===== src/rtl/addsub_pkg.sv =====
// addsub_pkg: state encoding and width helpers shared by the serial add/sub unit
package addsub_pkg;

   typedef enum logic [1:0] {IDLE, BUSY, DONE} state_t;

   localparam int MAX_W = 64;

   function automatic logic [MAX_W-1:0] max_pos(input int w);
      return (MAX_W'(1) << (w - 1)) - MAX_W'(1);
   endfunction

   function automatic logic [MAX_W-1:0] min_neg(input int w);
      return MAX_W'(1) << (w - 1);
   endfunction

   function automatic int cnt_w(input int n);
      return (n <= 1) ? 1 : $clog2(n);
   endfunction

endpackage


===== src/rtl/addsub_chunk.sv =====
// addsub_chunk: combinational CHUNK-bit adder exposing the carry into its top bit
module addsub_chunk #(
   parameter int CHUNK = 4
) (
   input  logic [CHUNK-1:0] x,
   input  logic [CHUNK-1:0] y,
   input  logic             cin,
   output logic [CHUNK-1:0] s,
   output logic             cout,
   output logic             c_into_msb
);

   assign {cout, s} = {1'b0, x} + {1'b0, y} + {{CHUNK{1'b0}}, cin};
   assign c_into_msb = x[CHUNK-1] ^ y[CHUNK-1] ^ s[CHUNK-1];

endmodule


===== src/rtl/addsub_serial.sv =====
// addsub_serial: digit-serial two's-complement add/subtract with handshakes, flags and saturation
module addsub_serial
   import addsub_pkg::*;
#(
   parameter int WIDTH = 16,
   parameter int CHUNK = 4
) (
   input  logic             clk,
   input  logic             rst,
   input  logic             in_valid,
   output logic             in_ready,
   input  logic [WIDTH-1:0] a,
   input  logic [WIDTH-1:0] b,
   input  logic             sub,
   input  logic             sat,
   output logic             out_valid,
   input  logic             out_ready,
   output logic [WIDTH-1:0] sum,
   output logic             c_out,
   output logic             ovf
);

   localparam int N  = WIDTH / CHUNK;
   localparam int CW = cnt_w(N);
   localparam logic [WIDTH-1:0] SAT_MAX = WIDTH'(max_pos(WIDTH));
   localparam logic [WIDTH-1:0] SAT_MIN = WIDTH'(min_neg(WIDTH));

   state_t           state_q, state_d;
   logic [WIDTH-1:0] opa_q, opa_d;
   logic [WIDTH-1:0] opb_q, opb_d;
   logic [WIDTH-1:0] acc_q, acc_d;
   logic [WIDTH-1:0] sum_q, sum_d;
   logic [CW-1:0]    cnt_q, cnt_d;
   logic             carry_q, carry_d;
   logic             sat_q, sat_d;
   logic             sign_q, sign_d;
   logic             c_out_q, c_out_d;
   logic             ovf_q, ovf_d;

   logic [CHUNK-1:0] s_w;
   logic             cout_w, cmsb_w, ovf_w, last_w;
   logic [WIDTH-1:0] wrapped_w;

   addsub_chunk #(.CHUNK(CHUNK)) u_chunk (
      .x         (opa_q[CHUNK-1:0]),
      .y         (opb_q[CHUNK-1:0]),
      .cin       (carry_q),
      .s         (s_w),
      .cout      (cout_w),
      .c_into_msb(cmsb_w)
   );

   assign last_w    = cnt_q == CW'(N - 1);
   assign ovf_w     = cmsb_w ^ cout_w;
   assign wrapped_w = (WIDTH'(s_w) << (WIDTH - CHUNK)) | (acc_q >> CHUNK);

   assign in_ready  = state_q == IDLE;
   assign out_valid = state_q == DONE;
   assign sum       = sum_q;
   assign c_out     = c_out_q;
   assign ovf       = ovf_q;

   // Next state: latch operands on accept, consume one chunk per BUSY cycle, hold result until taken
   always_comb begin
      state_d = state_q;
      opa_d   = opa_q;
      opb_d   = opb_q;
      acc_d   = acc_q;
      sum_d   = sum_q;
      cnt_d   = cnt_q;
      carry_d = carry_q;
      sat_d   = sat_q;
      sign_d  = sign_q;
      c_out_d = c_out_q;
      ovf_d   = ovf_q;
      case (state_q)
         IDLE: if (in_valid) begin
            state_d = BUSY;
            opa_d   = a;
            opb_d   = sub ? ~b : b;
            carry_d = sub;
            sat_d   = sat;
            sign_d  = a[WIDTH-1];
            cnt_d   = '0;
            acc_d   = '0;
         end
         BUSY: begin
            opa_d   = opa_q >> CHUNK;
            opb_d   = opb_q >> CHUNK;
            carry_d = cout_w;
            acc_d   = wrapped_w;
            cnt_d   = cnt_q + 1'b1;
            if (last_w) begin
               state_d = DONE;
               sum_d   = (sat_q && ovf_w) ? (sign_q ? SAT_MIN : SAT_MAX) : wrapped_w;
               c_out_d = cout_w;
               ovf_d   = ovf_w;
            end
         end
         DONE: if (out_ready) state_d = IDLE;
         default: state_d = IDLE;
      endcase
   end

   // State and datapath registers; reset abandons any operation in flight
   always_ff @(posedge clk) begin
      if (rst) begin
         state_q <= IDLE;
         opa_q   <= '0;
         opb_q   <= '0;
         acc_q   <= '0;
         sum_q   <= '0;
         cnt_q   <= '0;
         carry_q <= 1'b0;
         sat_q   <= 1'b0;
         sign_q  <= 1'b0;
         c_out_q <= 1'b0;
         ovf_q   <= 1'b0;
      end else begin
         state_q <= state_d;
         opa_q   <= opa_d;
         opb_q   <= opb_d;
         acc_q   <= acc_d;
         sum_q   <= sum_d;
         cnt_q   <= cnt_d;
         carry_q <= carry_d;
         sat_q   <= sat_d;
         sign_q  <= sign_d;
         c_out_q <= c_out_d;
         ovf_q   <= ovf_d;
      end
   end

endmodule

===== config.mk =====
export PLATFORM = sky130hd
export DESIGN_NAME = addsub_serial
export DESIGN_NICKNAME = d
export VERILOG_FILES = /design/src/rtl/addsub_pkg.sv /design/src/rtl/addsub_chunk.sv /design/src/rtl/addsub_serial.sv
export SDC_FILE = /design/constraint.sdc
export NUM_CORES = 1
export LEC_CHECK = 0
export ABC_AREA = 1
export BUFFER_PORTS_ARGS = -buffer_cell sky130_fd_sc_hd__buf_2
export CORE_ASPECT_RATIO = 0.75
export CORE_MARGIN = 3
export CORE_UTILIZATION = 50
export DETAILED_ROUTE_END_ITERATION = 16
export HOLD_SLACK_MARGIN = 0.12
export PLACE_DENSITY = 0.75
export SYNTH_ARGS = -nofsm -noshare
export SYNTH_HDL_FRONTEND = slang
export SYNTH_HIERARCHICAL = 1
export SYNTH_SLANG_ARGS = --single-unit
export TNS_END_PERCENT = 5

===== constraint.sdc =====
create_clock -name clk -period 2.2 [get_ports clk]
set_input_delay 0.22 -clock clk [delete_from_list [all_inputs] [get_ports clk]]
set_output_delay 0.22 -clock clk [all_outputs]
set_load 0.005 [all_outputs]

Word level (Yosys, flattened, before mapping) --
Index checks and enable logic that the tools add are counted.
Storage, ports and cells: memories kept 0, latch bits 0, output and inout port bits 20, input bits 38, memory bits (read-only) 0, flip-flop bits (word level) 73, bits in writable memories 0
Operators by class: $add $sub $neg 3, magnitude comparators 0, reduce and logical (&&, ||, !) cells 7, multiply operators 0, bitwise gates (word level) 5, shifts and indexed selects 0, equality and inequality tests 6, muxes and demuxes 17, divide/modulo/power cells 0
Operators with widths (number):
- 16-bit two-way mux | 6
- 16-bit case mux with 2 select lines | 3
- 16-bit inverter | 1
- 16-bit by 12-bit bitwise OR with 16-bit output | 1
- 2-bit two-way mux | 4
- 2-bit case mux with 3 select lines | 1
- 2-bit AND reduction | 3
- 4-bit by 4-bit adder with 5-bit output | 1
- 5-bit by 1-bit adder with 5-bit output | 1
- 2-bit equality test (second input constant) | 2
- 2-bit inequality test (second input constant) | 2
- 2-bit case mux with 2 select lines | 1
- 3-bit AND reduction | 1
- 1-bit XOR | 3
- 2-bit by 1-bit adder with 2-bit output (second input constant) | 1
- 2-bit by 1-bit equality test with 1-bit output (second input constant) | 1
- 2-bit zero test | 1
- 2-bit by 1-bit inequality test with 1-bit output (second input constant) | 1
- 1-bit case mux with 2 select lines | 1
- 2-bit nonzero test | 1
- 1-bit logical AND | 1
- 1-bit two-way mux | 1

Depth between registers and ports, before layout --
Gate-level depths: netlist of run 1.
word-level depth 6, depth in mapped cells 12, gate-level depth less buffers 11

Hierarchy --
Netlist of run 1, hierarchy kept.
Modules (own cells, without submodules):
- addsub_serial | cells each 435, area an instance 3103.0 µm², instances 1
- addsub_chunk | cells each 26, area an instance 168.9 µm², instances 1

Worst setup path before layout of run 1 --
OpenSTA, ideal clock, no wires.
path kind flip-flop to flip-flop, start register opb_q[0], end register sum_q[12] (netlist: sum[12]), arrival time 1.971 ns, setup time 0.109 ns, data required time 2.091 ns, cell stages (with the launch flop) 13, path slack 0.120 ns, cell sequence dfxtp_1 -> fa_1 -> inv_1 -> fa_1 -> o21ai_0 -> inv_1 -> nand2_1 -> nand3_1 -> buf_2 -> nand2_1 -> nand3_1 -> nand2_1 -> inv_1
Between the ends: elaborated cells on any way between the ends 7, classes of those cells add/sub: 2; mux: 1; bitwise: 3; reduce/logical: 1
RTL lines:
- start, declared | RTL line addsub_serial.sv:30 | logic [WIDTH-1:0] opb_q, opb_d;
- start signal, assigned | RTL line addsub_serial.sv:122 | opb_q <= opb_d;
- 4-bit by 4-bit adder with 5-bit output | RTL line addsub_chunk.sv:13 | assign {cout, s} = {1'b0, x} + {1'b0, y} + {{CHUNK{1'b0}}, cin};
- 5-bit by 1-bit adder with 5-bit output | RTL line addsub_chunk.sv:13
- via cout_w | RTL line addsub_serial.sv:41 | logic cout_w, cmsb_w, ovf_w, last_w;
- 1-bit XOR | RTL line addsub_serial.sv:54 | assign ovf_w = cmsb_w ^ cout_w;
- 1-bit logical AND | RTL line addsub_serial.sv:95 | sum_d = (sat_q && ovf_w) ? (sign_q ? SAT_MIN : SAT_MAX) : wrapped_w;
- 16-bit two-way mux | RTL line addsub_serial.sv:95
- end signal, assigned | RTL line addsub_serial.sv:124 | sum_q <= sum_d;
- end, declared | RTL line addsub_serial.sv:32 | logic [WIDTH-1:0] sum_q, sum_d;
The timed path passes the listed nets, and every way through them passes these cells. A chain may end at the register's enable or synchronous reset.

Final worst setup path of run 1 --
start register opa_q[0], end register sum_q[3] (netlist: sum[3])
Between the ends: elaborated cells on any way between the ends 6, classes of those cells add/sub: 2; mux: 1; bitwise: 2; reduce/logical: 1
RTL lines:
- start, declared | RTL line addsub_serial.sv:29 | logic [WIDTH-1:0] opa_q, opa_d;
- start signal, assigned | RTL line addsub_serial.sv:121 | opa_q <= opa_d;
- 4-bit by 4-bit adder with 5-bit output | RTL line addsub_chunk.sv:13
- 5-bit by 1-bit adder with 5-bit output | RTL line addsub_chunk.sv:13
- via cout_w | RTL line addsub_serial.sv:41
- 1-bit XOR | RTL line addsub_serial.sv:54
- 1-bit logical AND | RTL line addsub_serial.sv:95
- 16-bit two-way mux | RTL line addsub_serial.sv:95
The timed path passes the listed nets, and every way through them passes these cells.

==> results.cfg, run 1 <==
[status]
status = finished, final reports clean

[setup_path]
critical_path.cell_chain = fa_2, inv_1, fa_2, o21ai_2, buf_4, nand2_1, nand4_1, buf_12, nand3_1, nand2_1, inv_1
critPathMaxStageDelay_ps = 360
worstSetupPathType = reg -> reg
cp_max_fo = 16
cp.arrival_ps = 2220
end_kind = register
start_kind = register
reg2reg_depth = 11
critPathRequiredTime_ps = 2430
crit_path_top_delay_cell = dfxtp_1

[global_route]
grt_overflow_total = 0
gr-usage-all-layers_pct = 21.0
grt_pass1_wl_um = 13000
grt_pass1_vias = 2755
antenna_found_initial = 0
grt_max_degree = 48

[timing]
hold_viol = 0
rsz0062_at_grt = false
finalSetupViolCount = 0
period_needed_ps = 1990
setup-tns-final_ps = 0
tightest_slew_ps = 479
fin_skew_ps = 6.78
finalCritPeriodShare_pct = 90.5
slew_headroom_pct = 68.1
slew_violations = 0
timing.fmax_mhz = 502

[hold_path]
hold_class = in -> reg
whs_path_depth = 3

[logic_synthesis]
netlist_top_cells_area = dfxtp_1 (42%), nand2_1 (18%), nand3_1 (5.5%)
synth_cell_type_count = 25
synth_edf_count = 0
synth_ff_type = dfxtp_1
netlist_area_um2 = 3270
synth_seq_area_share_pct = 42.2
synth_top_area_share_pct = 42.2
ys_ff_latch = 69
synth.top_cells.by_count = nand2_1 (161), dfxtp_1 (69), inv_1 (46), nand3_1 (36), a21oi_1 (30)
netlist_instances = 461
ys_warn_count = 6
avgSynthCellArea_um2 = 7.10
synth_top_cell_by_area = dfxtp_1
synth_nets = 505
synthMostInstantiatedCell = nand2_1
ys_async_sr_fraction_pct = 0

[placed_design]
hpwl_um = 5130
place_area_um2 = 3610
place_congestion = 0.867
io_buffers = 57

[routing]
drtIter0Drc = 148
ant_nets = 0
wirelength_um = 7490
drc = 0
routed_via_density = 5.01
firstDrtPassIters = 4
vias = 2966
wl_per_cell_um = 12.7

[cts]
h-tree-depth = 3
cts_made_buffers = 9
clock_latency_ps = 330
post_cts_resize_count = 0
cts_setup_buffers = 0
ctsRootBufferMaster = clkbuf_8
cts.sinks = 69
hold_buffers = 0
cts_max_path_buffers = 2
cts_tree = yes
clk_pin_slew_ps = 70

[pwr]
leakagePower_nw = 1.94
power_density_nw_per_um2 = 721
ir_drop_mv = 0.465

[floorplan]
start_util_pct = 53.9
num_io_pins = 58
die_area_um2 = 7560
rows = 24
die_h_um = 76.1
die_w_um = 99.4
coreArea_um2 = 6070

[final_layout]
nets = 556
drive_above_1_share_pct = 17.7
finish.utilization_pct = 62.7
insertedDiodeCount = 0
syn_to_final_growth_pct = 16.3
design_area_um2 = 3810

[run]
drv_cap = 0
## per-stage QoR
step           instances  setup WS, ps  hold WS [ps]  power [W]
2_1_floorplan        461           120           289    0.00165
3_3_place_gp         579           164           441    0.00176
3_5_place_dp         579          63.5           447    0.00177
4_1_cts              592          51.8           127    0.00277
5_1_grt              592          12.8           140    0.00289
6_report             592           210           137    0.00275
## flip-flops by register name (all words and copies together) (netlist names), 2 cells and up
signal   flops
opa_q       16
opb_q       16
sum         16
acc_q       12
cnt_q        2
state_q      2
## critical path, delay by kind of cell, from the launching register on
| kind | cells | cell delay (ps) |
|---|---|---|
| DFF | 1 | 360 |
| AOI/OAI and AO/OA | 1 | 160 |
| and+or+nand+nor | 4 | 380 |
| adders and majority gates | 2 | 600 |
| buffers and inverters | 4 | 380 |
## report_power, final
group	switching [W]	total, W	internal (W)	leakage [nW]
Combinational	0.000239	0.000393	0.000154	1.28
Sequential	0.0000405	0.00136	0.00132	0.564
Clock	0.000432	0.000997	0.000565	0.0971
Total	0.000712	0.00275	0.00203	1.94
## layout by cell type, fill, tap and decap left out, types with 2 or more instances in the layout
cell	n
xor2_1	12
o21ai_0	8
fa_2	2
o21ai_1	13
nand3_1	36
buf_12	2
o21a_1	15
nand2_1	161
nor2_4	2
inv_2	4
inv_1	46
nor2_1	19
a21oi_1	30
buf_2	57
clkbuf_8	11
buf_4	6
dfxtp_1	69
o211a_1	8
o21ai_2	2
ha_1	4
## kinds of logic (layout without fill, tap and decap cells)
family	count (synthesis)	count (layout)	synth area share (%)
buf+inv	76	129	10.0
simple gates	221	221	27.4
xor+xnor	13	13	3.48
compound gates	76	76	14.1
fa+ha+maj	6	6	2.75
flops	69	69	42.2
## cell type report
type / count / area, µm²
fillers: 574 / 2260
well taps: 78 / 97.6
flip-flops and latches: 69 / 1380
clock inverters: 2 / 35.0
inverters: 50 / 188
multi-input cells: 316 / 1570
repair buffers: 66 / 382
clock buffers: 11 / 151
## path summary, 6_finish.rpt
kind	from	endpoint	slack, ps
setup / recovery	opa_q[0]$_SDFFE_PP0P_	sum[3]$_SDFFE_PP0P_	210
hold / removal	a[13]	opa_q[13]$_SDFFE_PP0P_	140
setup reg to reg	opa_q[0]$_SDFFE_PP0P_	sum[3]$_SDFFE_PP0P_	210
hold reg to reg	opa_q[8]$_SDFFE_PP0P_	opa_q[8]$_SDFFE_PP0P_	460
## routing by layer
layer	GRT usage, %	routed length, µm
met5	0	0
met4	4.50	70
met3	5.22	361
met1	29.4	3710
met2	33.0	3350
Note: power is estimated with default switching activity, not from simulation.
==> run 2, diff against run 1 <==
--- a/config.mk
+++ b/config.mk
@@ -8,7 +8,6 @@
 export ABC_AREA = 1
 export BUFFER_PORTS_ARGS = -buffer_cell sky130_fd_sc_hd__buf_2
 export CORE_ASPECT_RATIO = 0.75
-export CORE_MARGIN = 3
 export CORE_UTILIZATION = 50
 export DETAILED_ROUTE_END_ITERATION = 16
 export HOLD_SLACK_MARGIN = 0.12
==> run 2 against run 1 <==
- non-clock buffer count is 5 higher
- register-to-register slack worse by 50 ps
- largest cell class unchanged
- sequential share of layout area is 0.36 points lower
- clock power is 0.6% lower
- largest power group unchanged
- global-route usage is 1.7 points higher
- critical path type unchanged
- die area is 9.1% lower
- utilization is 1.8 points lower
- critical endpoint is now sum[15]$_SDFFE_PP0P_
- via count is 0.94% higher
==> results.cfg, run 2 (synthesis gave the netlist of run 1 again) <==
[status]
status = finished, final reports clean

[global_route]
grt_overflow_total = 0
grt_max_degree = 34
gr-usage-all-layers_pct = 22.7
grt_pass1_vias = 2704
grt_pass1_wl_um = 12000
antenna_found_initial = 0

[routing]
firstDrtPassIters = 5
ant_nets = 0
drtIter0Drc = 178
drc = 0
routed_via_density = 4.97
wirelength_um = 7010
wl_per_cell_um = 11.6
vias = 2994

[final_layout]
seq_area_um2 = 1380
final_common_cell = nand2_1
drive_above_1_share_pct = 18.6
multiInputGateArea_um2 = 1570
insertedDiodeCount = 0
fin_cells = 603
syn_to_final_growth_pct = 17.7
fillers = 569
design_area_um2 = 3850
nets = 561
final_cell_mix = nand2_1 (161), dfxtp_1 (67), buf_2 (57)

[floorplan]
start_util_pct = 51.8
rows = 25
die_w_um = 95.4
coreArea_um2 = 6320
die_h_um = 72.1
num_io_pins = 58
die_area_um2 = 6870

[cts]
cts_made_buffers = 9
cts_setup_buffers = 0
ctsRootBufferMaster = clkbuf_8
h-tree-depth = 3
cts_tree = yes
cts.sinks = 69
cts_max_path_buffers = 2
clock_latency_ps = 340
clk_pin_slew_ps = 70

[timing]
slew_violations = 0
timing.fmax_mhz = 489
fin_skew_ps = 5.29
hold_viol = 0
tightest_slew_ps = 572
finalSetupViolCount = 0
finalCritPeriodShare_pct = 93.0
slew_headroom_pct = 61.8
hold_slack_ps = 141
setup-tns-final_ps = 0
rsz0062_at_grt = false
period_needed_ps = 2050

[setup_path]
cp.arrival_ps = 2270
critPathRequiredTime_ps = 2420
reg2reg_slack_ps = 150
start_kind = register
end_kind = register
worstSetupPathType = reg -> reg
cp_max_fo = 16

[placed_design]
hpwl_um = 4850
io_buffers = 57
dp_cells = 584
place_area_um2 = 3610
place_congestion = 0.814

[pwr]
ir_drop_mv = 0.487
leakagePower_nw = 1.95
power_density_nw_per_um2 = 711
finalPower_w = 0.00274

[run]
drv_cap = 0

[hold_path]
hold_class = in -> reg
-- run 2: cell type report --
class | instances | share of cell area [%]
sequential | 69 | 35.9
tap | 81 | 2.63
multi-input combinational | 316 | 40.8
timing repair buffer | 71 | 10.8
clock inverter | 6 | 1.66
inverter | 50 | 4.87
clock buffer | 10 | 3.31
-- run 2: worst paths after layout --
check | end | cells past startpoint | from
setup / recovery | sum[15]$_SDFFE_PP0P_ | 11 | opb_q[0]$_SDFFE_PP0P_
hold / removal | sat_q$_SDFFE_PP0P_ | 3 | sat
setup reg to reg | sum[15]$_SDFFE_PP0P_ | 11 | opb_q[0]$_SDFFE_PP0P_
hold reg to reg | opa_q[11]$_SDFFE_PP0P_ | 2 | opa_q[11]$_SDFFE_PP0P_
-- run 2: worst max-delay path: stages, from the launching register on --
cell     delay, ps
dfxtp_2        350
fa_2           230
inv_1           60
fa_1           420
o21ai_2        170
buf_4          130
nand2_1         70
nand3_1         90
buf_4          200
nand2_1         70
nand3_1         80
a21oi_2         50
-- run 2: report_power, final --
part / total, W / switching, W / internal, W
clock: 0.000991 / 0.000470 / 0.000521
combinational: 0.000389 / 0.000233 / 0.000157
sequential: 0.00136 / 0.0000417 / 0.00132
total: 0.00274 / 0.000744 / 0.00199
-- run 2: stage by stage --
step / util [%] / worst slack [ps]
2_1_floorplan: - / 120
3_3_place_gp: 57.2 / 149
3_5_place_dp: 57.2 / 57.8
4_1_cts: 60.7 / 33.1
5_1_grt: 61.0 / 14.7
6_report: 61.0 / 155
-- run 2: layer usage --
metal / track usage (%) / up-vias / wire length (µm)
met5: 0 / - / 0
met4: 7.46 / 0 / 59
met3: 5.77 / 4 / 463
met2: 33.3 / 84 / 2940
met1: 32.5 / 1339 / 3540
li1: - / 1567 / -
-- run 2: what timing repair did --
| action | CTS | global route |
|---|---|---|
| setup endpoints to repair | 0 | 16 |
| hold endpoints to repair | 3 | 0 |
| hold buffers | 3 | 0 |
| gates resized for setup | 0 | 7 |
==> run 3, diff against run 2 <==
--- a/config.mk
+++ b/config.mk
@@ -14,6 +14,5 @@
 export PLACE_DENSITY = 0.75
 export SYNTH_ARGS = -nofsm -noshare
 export SYNTH_HDL_FRONTEND = slang
-export SYNTH_HIERARCHICAL = 1
 export SYNTH_SLANG_ARGS = --single-unit
 export TNS_END_PERCENT = 5
==> run 3 against run 2 <==
- highest routed layer unchanged
- clock skew grew 6.0 ps
- cell count decreased by 5.6%
- critical path type unchanged
- total power is 6.2% higher
- clock power up 16%
- sequential share of layout area up 0.60 points
- utilization fell by 0.81 points
- synthesized cell count is 5.9% lower
- critical path depth increased by 1
==> results.cfg, run 3 <==
[timing]
finalSetupViolCount = 0
setup-tns-final_ps = 0
period_needed_ps = 2020
slew_violations = 0
timing.fmax_mhz = 495
hold_viol = 0
tightest_slew_ps = 539
rsz0062_at_grt = false
slew_headroom_pct = 64.0
fin_skew_ps = 11.3
finalCritPeriodShare_pct = 91.9

[final_layout]
seq_area_um2 = 1380
syn_to_final_growth_pct = 16.4
multiInputGateArea_um2 = 1560
nets = 527
drive_above_1_share_pct = 19.7
fillers = 574
design_area_um2 = 3780
insertedDiodeCount = 0
final_cell_mix = nand2_1 (144), dfxtp_1 (69), buf_2 (57)
final_common_cell = nand2_1

[setup_path]
worstSetupPathType = reg -> reg
end_kind = register
start_kind = register
critPathRequiredTime_ps = 2430
cp.arrival_ps = 2250
cp_max_fo = 16

[floorplan]
die_area_um2 = 6830
num_io_pins = 58
start_util_pct = 51.7
rows = 25
die_w_um = 95.1
die_h_um = 71.8
coreArea_um2 = 6290

[routing]
firstDrtPassIters = 4
maxUsedRoutingLayer = met4
m1WireLength_um = 3360
drtIter0Drc = 193
wl_per_cell_um = 12.2
ant_nets = 0
vias = 2839
met3_length_um = 469
wirelength_um = 6970
drc = 0
dr_wl_met2_um = 3090
routed_via_density = 4.99

[logic_synthesis]
ys_async_sr_fraction_pct = 0
synth_edf_count = 0
synth.top_cells.by_count = nand2_1 (144), dfxtp_1 (69), inv_1 (41), a21oi_1 (29)
synth_top_cell_by_area = dfxtp_1
synth_ff_type = dfxtp_1
synth_seq_area_share_pct = 42.5
netlist_top_cells_area = dfxtp_1 (43%), nand2_1 (17%), inv_1 (4.7%)
avgSynthCellArea_um2 = 7.49
synth_nets = 478
synth_top_area_share_pct = 42.5
synthMostInstantiatedCell = nand2_1
synth_cell_type_count = 28
ys_warn_count = 0
netlist_instances = 434
ys_ff_latch = 69
netlist_area_um2 = 3250

[global_route]
grt_pass1_vias = 2540
gr-usage-all-layers_pct = 22.6
grt_pass1_wl_um = 11800
grt_overflow_total = 0
antenna_found_initial = 0
grt_max_degree = 45

[pwr]
leakagePower_nw = 1.74
ir_drop_mv = 0.357
power_density_nw_per_um2 = 769

[placed_design]
place_area_um2 = 3550
hpwl_um = 4620
place_congestion = 0.811
io_buffers = 57

[cts]
hold_buffers = 1
cts_tree = yes
post_cts_resize_count = 0
h-tree-depth = 3
ctsRootBufferMaster = clkbuf_8
cts_made_buffers = 9
cts.sinks = 69
clk_pin_slew_ps = 80
cts_setup_buffers = 0
clock_latency_ps = 350
cts_max_path_buffers = 2

[status]
status = finished, final reports clean

[run]
drv_cap = 0

[hold_path]
hold_class = in -> reg
==> run 3: changes by cell type in the layout (fill, tap and decap cells not counted), sizes merged, moves of 9 or more <==
| cell | previous run | this run |
|---|---|---|
| xnor2 | 1 | 13 |
| nand3 | 36 | 22 |
| nor2 | 22 | 8 |
| a31oi | 0 | 13 |
| o211ai | 0 | 11 |
| xor2 | 12 | 3 |
==> run 3: logic make-up (layout without fill, tap and decap cells) <==
| kind of cell | Yosys count | after routing | synth area share [%] |
|---|---|---|---|
| DFF | 69 | 69 | 42.5 |
| and+or+nand+nor | 185 | 185 | 24.5 |
| AOI/OAI and AO/OA | 88 | 88 | 16.2 |
| xor gates and xnor gates | 16 | 16 | 4.31 |
| adders and majority gates | 6 | 6 | 2.77 |
| buffers and inverters | 70 | 124 | 9.63 |
==> run 3: worst max-delay path, stage by stage (launching register included) <==
cell and delay [ps]:
dfxtp_1 330, fa_1 440, inv_1 100, fa_1 200, inv_1 60, nand2_1 60
nand2_1 70, nand2_2 90, nand2_2 70, nand2_4 90, nand3_4 170, nand3_1 140
a21oi_1 70
==> run 3: metrics by stage <==
step                hold slack [ps]  power [W]  util (%)  setup WS [ps]  instances
CTS                             122    0.00293      60.1            189        569
detailed placement              454    0.00178      56.4            205        552
global route                    124    0.00306      60.1           47.1        569
floorplan                       369    0.00168         -            357        434
global placement                448    0.00177      56.4            283        552
finish                          133    0.00291      60.1            179        569
==> run 3: power by group <==
group / total (W) / leakage (nW) / internal (W) / switching, W
combinational: 0.000390 / 1.06 / 0.000151 / 0.000239
clock: 0.00115 / 0.116 / 0.000697 / 0.000458
sequential: 0.00136 / 0.564 / 0.00132 / 0.0000437
total: 0.00291 / 1.74 / 0.00217 / 0.000741
==> run 3: cell type report <==
| cell class | instances | area share (%) |
|---|---|---|
| Clock inverter | 4 | 1.85 |
| Inverter | 44 | 4.37 |
| Clock buffer | 12 | 4.10 |
| Timing Repair Buffer | 64 | 9.33 |
| Multi-Input combinational cell | 295 | 41.1 |
| Tap cell | 81 | 2.68 |
| Sequential cell | 69 | 36.5 |
==> run 3: worst paths after layout <==
check | start | cells past startpoint | slack, ps | endpoint
max | opa_q[0]$_SDFFE_PP0P_ | 12 | 180 | sum[15]$_SDFFE_PP0P_
min | a[2] | 3 | 130 | opa_q[2]$_SDFFE_PP0P_
max reg2reg | opa_q[0]$_SDFFE_PP0P_ | 12 | 180 | sum[15]$_SDFFE_PP0P_
min reg2reg | opa_q[15]$_SDFFE_PP0P_ | 2 | 460 | opa_q[15]$_SDFFE_PP0P_
==> run 3: routing by layer <==
metal,vias up,GRT usage [%]
met5,-,0
met4,0,6.57
met3,6,7.64
met2,70,33.4
met1,1280,31.2
li1,1483,-
